--- src/rtl/uart_fifo.sv ---
// uart_fifo: UART transceiver with 16x oversampling and show-ahead TX/RX FIFOs.
module uart_fifo_buf #(
    parameter int W     = 8,
    parameter int DEPTH = 16
) (
    input  logic                    clk,
    input  logic                    rst,
    input  logic                    push,
    input  logic                    pop,
    input  logic [W-1:0]            wdata,
    output logic [W-1:0]            rdata,
    output logic [$clog2(DEPTH):0]  count,
    output logic                    full,
    output logic                    empty
);
    localparam int AW = $clog2(DEPTH);
    localparam logic [AW:0] FULL_CNT = (AW+1)'(DEPTH);
    logic [W-1:0] mem [DEPTH];
    logic [AW-1:0] wr_ptr, rd_ptr;
    logic wr, rd;
    assign full  = count == FULL_CNT;
    assign empty = count == '0;
    assign rd    = pop && !empty;
    // a push into a full buffer still lands when the head leaves in the same cycle
    assign wr    = push && (!full || rd);
    assign rdata = mem[rd_ptr];
    always_ff @(posedge clk) begin
        if (wr) mem[wr_ptr] <= wdata;
        if (rst) begin
            wr_ptr <= '0;
            rd_ptr <= '0;
            count  <= '0;
        end else begin
            wr_ptr <= wr_ptr + AW'(wr);
            rd_ptr <= rd_ptr + AW'(rd);
            count  <= count + (AW+1)'(wr) - (AW+1)'(rd);
        end
    end
endmodule

module uart_fifo #(
    parameter int CLOCK_FREQ = 50_000_000,
    parameter int BAUD_RATE  = 115200,
    parameter int DATA_BITS  = 8,
    parameter int PARITY     = 0,
    parameter int STOP_BITS  = 1,
    parameter int FIFO_DEPTH = 16
) (
    input  logic                          clk,
    input  logic                          rst,
    input  logic                          rx,
    output logic                          tx,
    input  logic [DATA_BITS-1:0]          tx_data,
    input  logic                          tx_valid,
    output logic                          tx_ready,
    output logic                          tx_busy,
    output logic [DATA_BITS-1:0]          rx_data,
    output logic                          rx_parity_err,
    output logic                          rx_frame_err,
    output logic                          rx_valid,
    input  logic                          rx_ready,
    output logic                          rx_overrun,
    output logic [$clog2(FIFO_DEPTH):0]   tx_count,
    output logic [$clog2(FIFO_DEPTH):0]   rx_count
);
    localparam int DIV = CLOCK_FREQ / (BAUD_RATE * 16);
    localparam int DW  = DIV > 1 ? $clog2(DIV) : 1;
    typedef enum logic [2:0] {S_IDLE, S_START, S_DATA, S_PARITY, S_STOP} state_t;

    logic [DW-1:0] div_cnt;
    logic tick;
    assign tick = div_cnt == DW'(DIV - 1);
    always_ff @(posedge clk)
        if (rst) div_cnt <= '0;
        else     div_cnt <= tick ? '0 : div_cnt + 1'b1;

    state_t tx_st, tx_nx;
    logic [3:0] tx_tck;
    logic [2:0] tx_idx;
    logic [DATA_BITS-1:0] tx_sh, tx_head;
    logic tx_par, tx_pop, tx_bit_end, tx_full, tx_empty;
    assign tx_bit_end = tick && tx_tck == 4'd15;

    uart_fifo_buf #(.W(DATA_BITS), .DEPTH(FIFO_DEPTH)) u_txf (
        .clk(clk), .rst(rst), .push(tx_valid && !tx_full), .pop(tx_pop),
        .wdata(tx_data), .rdata(tx_head), .count(tx_count), .full(tx_full), .empty(tx_empty)
    );

    always_comb begin
        tx_nx  = tx_st;
        tx_pop = 1'b0;
        case (tx_st)
            S_IDLE:   if (tick && !tx_empty) begin tx_pop = 1'b1; tx_nx = S_START; end
            S_START:  if (tx_bit_end) tx_nx = S_DATA;
            S_DATA:   if (tx_bit_end && tx_idx == 3'(DATA_BITS - 1)) tx_nx = PARITY != 0 ? S_PARITY : S_STOP;
            S_PARITY: if (tx_bit_end) tx_nx = S_STOP;
            S_STOP:   if (tx_bit_end && tx_idx == 3'(STOP_BITS - 1)) begin
                // chain straight into the next frame so there is no idle gap
                tx_pop = !tx_empty;
                tx_nx  = tx_empty ? S_IDLE : S_START;
            end
            default:  tx_nx = S_IDLE;
        endcase
    end

    always_ff @(posedge clk) begin
        if (rst) begin
            tx_st  <= S_IDLE;
            tx_tck <= '0;
            tx_idx <= '0;
            tx_sh  <= '0;
            tx_par <= 1'b0;
        end else begin
            tx_st  <= tx_nx;
            tx_tck <= tx_st == S_IDLE ? '0 : tx_tck + 4'(tick);
            tx_idx <= tx_nx != tx_st ? '0 : tx_idx + 3'(tx_bit_end);
            if (tx_pop) begin
                tx_sh  <= tx_head;
                tx_par <= PARITY == 1 ? ~^tx_head : ^tx_head;
            end else if (tx_st == S_DATA && tx_bit_end) tx_sh <= tx_sh >> 1;
        end
    end

    assign tx = tx_st == S_START ? 1'b0 : tx_st == S_DATA ? tx_sh[0] : tx_st == S_PARITY ? tx_par : 1'b1;
    assign tx_ready = !tx_full;
    assign tx_busy  = tx_st != S_IDLE || !tx_empty;

    logic rx_s1, rx_s2;
    state_t rx_st, rx_nx;
    logic [3:0] rx_tck;
    logic [2:0] rx_idx;
    logic [DATA_BITS-1:0] rx_sh;
    logic [DATA_BITS+1:0] rx_head;
    logic rx_perr, rx_smp, rx_store, rx_full, rx_empty;
    // START samples half a bit in; later states sample one full bit after that
    assign rx_smp = tick && rx_tck == (rx_st == S_START ? 4'd7 : 4'd15);

    always_comb begin
        rx_nx    = rx_st;
        rx_store = 1'b0;
        case (rx_st)
            S_IDLE:   if (!rx_s2) rx_nx = S_START;
            S_START:  if (rx_smp) rx_nx = rx_s2 ? S_IDLE : S_DATA;
            S_DATA:   if (rx_smp && rx_idx == 3'(DATA_BITS - 1)) rx_nx = PARITY != 0 ? S_PARITY : S_STOP;
            S_PARITY: if (rx_smp) rx_nx = S_STOP;
            S_STOP:   if (rx_smp) begin rx_store = 1'b1; rx_nx = S_IDLE; end
            default:  rx_nx = S_IDLE;
        endcase
    end

    always_ff @(posedge clk) begin
        if (rst) begin
            {rx_s2, rx_s1} <= 2'b11;
            rx_st      <= S_IDLE;
            rx_tck     <= '0;
            rx_idx     <= '0;
            rx_sh      <= '0;
            rx_perr    <= 1'b0;
            rx_overrun <= 1'b0;
        end else begin
            {rx_s2, rx_s1} <= {rx_s1, rx};
            rx_st  <= rx_nx;
            rx_tck <= (rx_st == S_IDLE || rx_nx != rx_st) ? '0 : rx_tck + 4'(tick);
            rx_idx <= rx_nx != rx_st ? '0 : rx_idx + 3'(rx_smp);
            if (rx_st == S_DATA && rx_smp) rx_sh <= {rx_s2, rx_sh[DATA_BITS-1:1]};
            rx_perr <= rx_st == S_START ? 1'b0
                     : (rx_st == S_PARITY && rx_smp) ? rx_s2 != (PARITY == 1 ? ~^rx_sh : ^rx_sh)
                     : rx_perr;
            rx_overrun <= rx_store && rx_full && !rx_ready;
        end
    end

    uart_fifo_buf #(.W(DATA_BITS + 2), .DEPTH(FIFO_DEPTH)) u_rxf (
        .clk(clk), .rst(rst), .push(rx_store), .pop(rx_ready),
        .wdata({rx_sh, rx_perr, ~rx_s2}), .rdata(rx_head), .count(rx_count),
        .full(rx_full), .empty(rx_empty)
    );

    assign rx_valid = !rx_empty;
    assign {rx_data, rx_parity_err, rx_frame_err} = rx_valid ? rx_head : '0;
endmodule
--- config.mk ---
export PLATFORM = sky130hd
export DESIGN_NAME = uart_fifo
export DESIGN_NICKNAME = d
export VERILOG_FILES = /design/src/rtl/uart_fifo.sv
export SDC_FILE = /design/constraint.sdc
export NUM_CORES = 1
export LEC_CHECK = 0
export CORE_UTILIZATION = 30
export DETAILED_ROUTE_END_ITERATION = 8
export PLACE_DENSITY = 0.41
export SETUP_SLACK_MARGIN = 0.5
export SYNTH_ARGS = -nofsm -noshare
export SYNTH_HDL_FRONTEND = slang
export SYNTH_HIERARCHICAL = 1
export SYNTH_SLANG_ARGS = --single-unit
--- constraint.sdc ---
create_clock -name clk -period 4.05 [get_ports clk]
set_input_delay 0.6075 -clock clk [delete_from_list [all_inputs] [get_ports clk]]
set_output_delay 0.6075 -clock clk [all_outputs]
set_load 0.05 [all_outputs]
==> results.md <==
- H-Tree Depth: 2
- First-pass GRT wire length: just over 50000 um
- Sequential fraction of the synthesis area: 0.672
- Max FO, Critical Path: 21
- CTS clk-pin slew, worst paths: around 0.060 ns
- WHS Endpoint: rx_s2
- Reg2Reg Depth: 9
- Pwr dens: 556 nW/um2
- Tcrit/Tclk final: 0.848
- Full die area: 50900 um2
- Total clock sinks: 360
- Synth top area share: 0.576
- Grt ovf: 0
- Hold path depth: 1
- Vias in the first global route: 8088
- Worst R2R End: u_txf/mem[5][2]
- Warnings, synthesis: 6
- Initial antenna violation count: 0
- Unrepaired setup endpoints after global routing: false
- Drt pass-1 iters: 4
- Routed wire length: 33200 um
- Internal reg-to-reg setup slack: 0.91 ns
- Synth top area cells: edfxtp_1, dfxtp_1, mux4_1
- DIE WIDTH: about 230 um
- Rel. slew slack: 0.413
- Worst EP arrival: 2.83 ns
- Design area: roughly 18000 um2
- Worst Setup SP: u_rxf/rd_ptr[0]
- Worst vdd ir: 0.000307 V
- Antenna diode count: 0
- Setup violators final: 0
- Setup crit end kind: output port
- Netlist cell types: 72
- Post-CTS Setup Repair Bufs: 0
- Hold Vio Cnt, Final: 0
- Seq cells post-synth: 360
- Vias: 7874
- Worst Tran Pin Value: about 0.88 ns
- Hold crit path type: reg -> reg
- Initial core utilization: 0.305
- Number of flops mapped to enable cells by yosys: 288
- Synth cell count leaders: edfxtp_1, dfxtp_1, nor2_1, a22oi_1
- Max-cap violations: 0
- P&R area growth vs syn: 17.6%
- Row count: 81
- Tmin final: between 3 and 4 ns
- Most common flop cell mapped by yosys: edfxtp_1
- Async SR Flop Fraction: 0
- Most numerous cell in the Yosys netlist: edfxtp_1
- Wirelength per Cell: 19.9 um
- IO Port Bufs: 37
- Syn Inst Count: 900
- CTS Buf Count: 42
- GPL Wtd Cong: between 0.6 and 0.7
- Syn Nets: 943
- Min-delay src: rx_s1
- DR vias/cell: about 4.7
- WS Path Type: reg -> out
- Hpwl dp: about 21000 um
- Crit path required time: 3.44 ns
- CTS Buffer Depth: 3
- Post-Syn Area: 15000 um2
- Setup TNS: 0 ns
- Initial DRC Count: slightly above 400
- Max Clk Rate: 0.291 GHz
- Fin nets: 1022
- Detail Route Antenna Nets: 0
- Status: completed
- Die Ht: 226 um
- Worst reg2reg startpoint: u_txf/count[3]
- Max-slew violation count: 0
- Clk root buf: clkbuf_16
- Worst clock skew: 0.0390 ns
- CTS tree: built
- GRT Util Overall: 0.135
- Multi-input gate area: 4570 um2
- Top Ports: 38
- Leakage: between 0.005 and 0.006 uW
- Ratio of cells with drive above 1 in the final layout: 0.173
- Largest net degree at the start of global routing: 28
- Area after DPL: ~16000 um2
- CP startpoint kind: flop
- Post-Synthesis Mean Instance Area: around 17 um2
- # fillers: 4663
- Hold_ws: 0.426 ns
- Area leader, netlist: edfxtp_1
- Drt drc: 0
- Core ar.: 49200 um2
- FF+latch area: around 10000 um2
- Worst-Skew Late Latency: between 0.5 and 0.6 ns
critical path: stages, from the launching register on:
cell and delay (ns):
dfxtp_4 0.49, buf_12 0.24, mux4_1 0.57, a22oi_1 0.26, nand2_1 0.12, nor2b_1 0.14, dlygate4sd2_1 0.42
through the flow:
| stage | std cells | utilization | total power, uW | worst slack (ns) |
|---|---|---|---|---|
| after CTS | 1672 | 0.359 | 9980 | 0.537 |
| after floorplan | 900 | - | 5700 | 0.890 |
| after global routing | 1672 | 0.359 | 10200 | 0.515 |
| after detailed placement | 1599 | 0.332 | 6310 | 0.729 |
| final | 1672 | 0.359 | 9800 | 0.618 |
| after global placement | 1599 | 0.332 | 6300 | 0.696 |
per-layer routing:
metal	GRT usage	vias up	wire length [um]
met1	0.182	4019	15500
met3	0.0220	49	1100
met4	0.0443	0	684
met5	0	-	0
met2	0.219	113	15900
li1	-	3693	-
layout make-up:
| cell class | count | area share |
|---|---|---|
| clock buffer | 59 | 0.0668 |
| tap | 664 | 0.0471 |
| clock inverter | 14 | 0.00915 |
| inverter | 26 | 0.00553 |
| sequential | 360 | 0.572 |
| multi-input combinational | 469 | 0.259 |
| timing repair buffer | 80 | 0.0402 |
state kept, by name (all words and copies together), names as in the netlist, 3 cells and up:
| name | count |
|---|---|
| u_txf/mem | 128 |
| u_txf/count | 5 |
| u_rxf/count | 5 |
| rx_tck | 4 |
| tx_tck | 4 |
| tx_idx | 3 |
| tx_sh | 8 |
| u_txf/rd_ptr | 4 |
| u_rxf/rd_ptr | 4 |
| tx_st | 3 |
| rx_idx | 3 |
| u_txf/wr_ptr | 4 |
| u_rxf/wr_ptr | 4 |
| u_rxf/mem | 160 |
| rx_sh | 8 |
| div_cnt | 5 |
| rx_st | 3 |
how the worst max path moves through the flow:
stage,end,slack (ns)
2_1_floorplan,u_txf/mem[3][0],0.89
3_3_place_gp,u_txf/mem[5][2],0.70
3_5_place_dp,u_txf/mem[5][2],0.73
4_1_cts,rx_data[4],0.54
5_1_grt,rx_data[1],0.51
6_report,rx_data[1],0.62
cell usage in the layout (no fill, tap or decap), types with 5 or more instances in the layout:
cell,instances
nor2_1,56
ha_1,28
buf_4,40
inv_1,24
dfxtp_1,69
xnor2_1,25
mux4_2,36
nand2_1,34
clkbuf_1,10
clkinv_1,6
a21oi_1,18
a31oi_1,5
a22oi_1,35
a32oi_1,6
o21ai_0,6
clkbuf_8,6
nor2b_1,28
nor3b_1,6
nand3b_1,6
mux4_1,36
nor3_1,15
xor2_1,11
clkdlybuf4s50_1,26
dlygate4sd2_1,9
nor3_2,5
o211ai_1,7
nand2b_1,9
edfxtp_1,288
clkbuf_16,42
mux2i_1,9
nand3_1,14
and2_1,5
repair_timing:
item / CTS / global route
setup endpoints to repair: 10 / 34
resized for setup: 11 / 8
hold buffers: 0 / 0
pin swaps: 0 / 0
power breakdown:
part           switching (uW)  total (uW)  internal, uW
sequential                106        4200          4090
combinational            1140        1950           809
clock                    1500        3660          2160
total                    2740        9800          7060
cell families after synthesis:
| kind of cell | after synthesis | synth area share |
|---|---|---|
| XOR/XNOR | 37 | 0.0225 |
| flip-flops | 360 | 0.672 |
| multiplexers | 81 | 0.123 |
| buffers and inverters | 71 | 0.0260 |
| AO/OA/AOI/OAI | 106 | 0.0512 |
| AND/OR/NAND/NOR | 215 | 0.0787 |
| adder cells (fa/ha/maj) | 30 | 0.0260 |
Power figures use the tool's default switching activity.
